File: config.mk
export PLATFORM = sky130hd
export DESIGN_NAME = sr_flag_ctrl
export DESIGN_NICKNAME = d
export VERILOG_FILES = /design/src/rtl/sr_flag_ctrl.sv
export SDC_FILE = /design/constraint.sdc
export NUM_CORES = 1
export LEC_CHECK = 0
export ABC_CLOCK_PERIOD_IN_PS = 2200
export CAP_MARGIN = 40
export CELL_PAD_IN_SITES_DETAIL_PLACEMENT = 0
export CELL_PAD_IN_SITES_GLOBAL_PLACEMENT = 1
export CORE_ASPECT_RATIO = 0.9
export CORE_MARGIN = 1
export CORE_UTILIZATION = 30
export DETAILED_ROUTE_END_ITERATION = 8
export MAX_ROUTING_LAYER = met4
export PLACE_DENSITY = 0.71
export SKIP_LAST_GASP = 1
export SYNTH_ARGS = -nofsm -noshare
export SYNTH_HDL_FRONTEND = slang
export SYNTH_SLANG_ARGS = --single-unit
File: constraint.sdc
create_clock -name clk -period 2.2 [get_ports clk]
set_clock_uncertainty 0.05 [all_clocks]
set_input_delay 0.55 -clock clk [delete_from_list [all_inputs] [get_ports clk]]
set_output_delay 0.55 -clock clk [all_outputs]
set_load 0.03 [all_outputs]
File: src/rtl/sr_flag_ctrl.sv
// sr_flag_ctrl: round-robin controller sharing a bank of SR flops between
// NREQ requesters. A request is granted in IDLE, drives a one-cycle S or R
// pulse to the addressed flop (DRIVE), reads back Q (CHECK), then pulses gnt.
//
// Ports:
//   clk, rst     clock, async active-high reset
//   req/op/idx   per-requester request, 1=set/0=clear, flag index
//                (requester i uses idx[i*FLAGW +: FLAGW])
//   q_in         Q readback from the flop bank
//   S/R          registered set/reset drives, at most one bit high
//   gnt          one-cycle one-hot completion pulse
//   busy         high while DRIVE or CHECK
//   err          sticky readback-mismatch flag
module sr_flag_ctrl #(
  parameter int NREQ  = 4,
  parameter int NFLAG = 8,
  parameter int FLAGW = (NFLAG > 1) ? $clog2(NFLAG) : 1
) (
  input  logic                  clk,
  input  logic                  rst,
  input  logic [NREQ-1:0]       req,
  input  logic [NREQ-1:0]       op,
  input  logic [NREQ*FLAGW-1:0] idx,
  input  logic [NFLAG-1:0]      q_in,
  output logic [NFLAG-1:0]      S,
  output logic [NFLAG-1:0]      R,
  output logic [NREQ-1:0]       gnt,
  output logic                  busy,
  output logic                  err
);

  localparam int PTRW = (NREQ > 1) ? $clog2(NREQ) : 1;

  typedef enum logic [1:0] {IDLE, DRIVE, CHECK} state_t;

  typedef struct packed {
    logic [PTRW-1:0]  k;
    logic             op;
    logic [FLAGW-1:0] idx;
  } op_t;

  state_t           state, state_nx;
  op_t              cur, cur_nx;
  logic [PTRW-1:0]  ptr, ptr_nx;
  logic [NFLAG-1:0] s_nx, r_nx;
  logic [NREQ-1:0]  gnt_nx;
  logic             err_nx, busy_nx;

  logic             win_vld;
  logic [PTRW-1:0]  win;
  logic [FLAGW-1:0] sel_idx;
  logic [NFLAG-1:0] hit_sel, hit_cur;
  logic             q_sel, in_rng;

  // Round-robin: scan from ptr upward, first requester found wins.
  always_comb begin
    win_vld = 1'b0;
    win     = '0;
    for (int i = 0; i < NREQ; i++) begin
      if (!win_vld && req[(int'(ptr) + i) % NREQ]) begin
        win_vld = 1'b1;
        win     = PTRW'((int'(ptr) + i) % NREQ);
      end
    end
  end

  assign sel_idx = idx[int'(win)*FLAGW +: FLAGW];

  // Per-flag decode. An index past the bank matches no flop, so an
  // out-of-range request produces no pulse and skips the readback check.
  for (genvar f = 0; f < NFLAG; f++) begin : g_flag
    assign hit_sel[f] = (sel_idx == FLAGW'(f));
    assign hit_cur[f] = (cur.idx == FLAGW'(f));
  end

  assign q_sel  = |(q_in & hit_cur);
  assign in_rng = |hit_cur;

  always_comb begin
    state_nx = state;
    cur_nx   = cur;
    ptr_nx   = ptr;
    s_nx     = '0;
    r_nx     = '0;
    gnt_nx   = '0;
    err_nx   = err;
    case (state)
      IDLE: begin
        if (win_vld) begin
          cur_nx.k   = win;
          cur_nx.op  = op[win];
          cur_nx.idx = sel_idx;
          s_nx       = op[win] ? hit_sel : '0;
          r_nx       = op[win] ? '0 : hit_sel;
          state_nx   = DRIVE;
        end
      end
      DRIVE: state_nx = CHECK;
      CHECK: begin
        if (in_rng && (q_sel != cur.op)) err_nx = 1'b1;
        gnt_nx[cur.k] = 1'b1;
        ptr_nx   = (cur.k == PTRW'(NREQ-1)) ? '0 : cur.k + PTRW'(1);
        state_nx = IDLE;
      end
      default: state_nx = IDLE;
    endcase
    busy_nx = (state_nx != IDLE);
  end

  always_ff @(posedge clk or posedge rst) begin
    if (rst) begin
      state <= IDLE;
      cur   <= '0;
      ptr   <= '0;
      S     <= '0;
      R     <= '0;
      gnt   <= '0;
      busy  <= 1'b0;
      err   <= 1'b0;
    end else begin
      state <= state_nx;
      cur   <= cur_nx;
      ptr   <= ptr_nx;
      S     <= s_nx;
      R     <= r_nx;
      gnt   <= gnt_nx;
      busy  <= busy_nx;
      err   <= err_nx;
    end
  end

endmodule
==> metrics.md <==
| Metric | Value |
|---|---|
| TritonRoute pass-1 iters | 6 |
| Outcome | completed |
| Die width | ~76 um |
| CTS Buf Count | 5 |
| Slowest stage delay, CP | 0.34 ns |
| Crit path max fanout | 5 |
| Share of the yosys chip area belonging to registers | 54.1% |
| Top-count cell post-synth | dfrtp_1 |
| Hold WC Path Type | flip-flop to flip-flop |
| Max_slew headroom | 67.3% |
| Gr ovfl total | 0 |
| Largest net degree at the start of global routing | 33 |
| Post-synth top cells | dfrtp_1 (32), nor3_1 (9), nor4_1 (9) |
| Tcrit/Tclk final | 95.2% |
| CTS clock-pin slew for the worst setup and hold paths | 0.06 ns |
| Port buffer count | 51 |
| Final hold vios | 0 |
| Reg2reg start | ptr[0] |
| Critical-path cell list | clkdlybuf4s15_1, nor2b_1, o21a_2, buf_6, o31a_1, a211o_4, and2_4, nor4_4 |
| Die H | 68.6 um |
| Hold buffers post-CTS | 0 |
| Avg Cell Area, Syn | about 12 um^2 |
| Gate Count Post-Synth | 126 |
| Final Max Tran Viols | 0 |
| Multi-input gate area | 976 um^2 |
| Max rail drop VDD | 0.000512 V |
| GRT Total Usage | 16.6% |
| Nets | 240 |
| Total die area | 0.00522 mm^2 |
| Crit path capture | R[1] |
| EDFF count, synth | 0 |
| Synthesis warning total | 0 |
| Final ANT Viol Nets | 0 |
| Clock Root Buffer | clkbuf_8 |
| Insertion delay to the later sink of the worst-skew pair | about 0.28 ns |
| Final worst slack | 0.106 ns |
| Reg2reg path depth | 7 |
| 1st-iter DRT viols | 58 |
| Type of origin of the critical path | input port |
| Post-DR wirelength/cell | 14.6 um |
| Layout cells sized above 1 | 36.7% |
| Synthesized area | 0.00148 mm^2 |
| RD Place Congestion | ~0.88 |
| CP Capture Type | flip-flop |
| Antenna cells | 0 |
| Slowest stage cell, crit path | a211o_4 |
| Share of flip-flops with an asynchronous set or reset | 100% |
| Final Instance Count excl. Fillers | about 270 |
| CTS tree | done |
| Least-Margin Pin Slew | just under 0.5 ns |
| First-pass GRT wire length | roughly 6400 um |
| Clk buf depth | 2 |
| Vias in the first global route | 1350 |
| DR vias/cell | 4.85 |
| R2r endpoint | R[1] |
| Initial antenna violation count | 0 |
| HPWL reported at the end of detailed placement | 2660 um |
| CP Data Arrival Time | 2.24 ns |
| Unique masters post-synth | 34 |
| Num rows | 23 |
| Worst hold margin | 0.409 ns |
| DRC Markers | 0 |
| Starting Density | 32.1% |
| Syn-to-layout area delta | 78.4% |
| Fin crit period | 2.09 ns |
| Critical path class | input port to flip-flop |
| Setup slack at placement | -0.689 ns |
| Critical path required time | 2.34 ns |
| Setup-failing EPs final | 0 |
| Share of the synthesized area in the top cell type | 54.1% |
| Fill count | 384 |
| H-tree Lvls | 2 |
| Ys flop type | dfrtp_1 |
| Crit path from | req[3] |
| Achievable Freq | 478 MHz |
| Pwr dens | 1200 mW/mm^2 |
| Pleak | between 1 and 1.5 nW |
| TritonCTS Sinks | 32 |
| R2R setup slack | ~0.14 ns |
| Core Area | 0.00460 mm^2 |
| FF+latch area | 801 um^2 |
| Synth area leader | dfrtp_1 |
| Overall power | 3.18 mW |
| Cell count after placement | approximately 260 |
| Max Cap Viol | 0 |
| Mapped Nets | 160 |
| Area contributors post-synth | dfrtp_1 (54%), mux2i_1 (4.7%), nor4_1 (3.8%), ha_1 (3.4%), nor3_1 (3.0%) |
| Synth Register Bits | 32 |
| # IOs | 52 |
| Final wirelength | 3930 um |
| Core Util, Final | 57.3% |
| Total vias in the final route | 1305 |
==> routing by layer <==
layer | GRT usage (%) | vias up | share of wire, %
met1 | 20.0 | 628 | 43
li1 | - | 628 | -
met3 | 3.16 | 8 | 4.9
met2 | 27.5 | 41 | 50
met5 | - | - | 0
met4 | 8.65 | 0 | 1.9
==> worst min-delay path by stage <==
stage,start,to,slack [ns],cells past startpoint
final,err,err,0.41,1
after global routing,err,err,0.46,1
after CTS,err,err,0.42,1
after detailed placement,state[1],state[1],0.40,1
after global placement,state[1],state[1],0.39,1
after floorplan,state[1],state[1],0.37,1
==> timing repair <==
item | in CTS | in global routing
gates cloned | 1 | 0
hold endpoints to repair | 0 | 0
buffers inserted | 6 | 0
endpoints found under the setup margin | 20 | 13
gates resized for setup | 47 | 22
pin swaps | 9 | 9
==> per-stage QoR <==
step | area (um^2) | setup TNS, ns
final | 2640 | 0
after CTS | 2560 | 0
after global placement | 2190 | -10.84
after global routing | 2640 | -0.00165
after floorplan | 1480 | 0
after detailed placement | 2190 | -12.08
==> area by class of cell <==
| type | instances | area share, % |
|---|---|---|
| clock buffers | 8 | 3.41 |
| inverters | 5 | 0.711 |
| multi-input cells | 89 | 37.0 |
| flip-flops and latches | 32 | 30.3 |
| well taps | 62 | 2.94 |
| repair buffers | 73 | 25.6 |
==> cells by family (layout without fill, tap and decap cells) <==
kind of cell	count (synthesis)	count (layout)	synth area share [%]
and+or+nand+nor	46	46	17.5
DFF	32	32	54.1
AOI/OAI and AO/OA	24	24	12.1
muxes	13	14	10.8
buffers and inverters	6	86	1.52
adders and majority gates	4	4	3.38
xor gates and xnor gates	1	1	0.592
==> state kept, by name, summed over array words and instances (netlist names) <==
name / flops
gnt: 4
err: 1
busy: 1
cur: 6
state: 2
ptr: 2
R: 8
S: 8
==> placed cells by master (no fill, tap or decap), drive strengths merged <==
cell / instances
a2111oi: 1
a211o: 2
a211oi: 2
a21o: 2
a32oi: 1
and2: 6
buf: 22
clkbuf: 11
clkdlybuf4s15: 1
clkdlybuf4s50: 47
dfrtp: 32
ha: 4
inv: 5
mux2: 5
mux2i: 7
mux4: 2
nand2: 6
nand3: 2
nor2: 4
nor2b: 6
nor3: 10
nor4: 9
o211ai: 1
o21a: 2
o21ai: 6
o21ba: 2
o21bai: 1
o2bb2ai: 1
o311ai: 1
o31a: 1
o31ai: 1
or2: 2
or3: 1
xnor2: 1
==> worst max-delay path: cells and delay by family <==
family | cells | cell delay, ns
simple gates | 3 | 0.46
compound gates | 3 | 0.83
buf+inv | 2 | 0.39
==> where the power goes <==
| group | switching, mW | internal, mW |
|---|---|---|
| registers | 0.122 | 0.755 |
| clock network | 0.202 | 0.255 |
| logic | 0.962 | 0.885 |
Note: power is estimated with default switching activity, not from simulation.
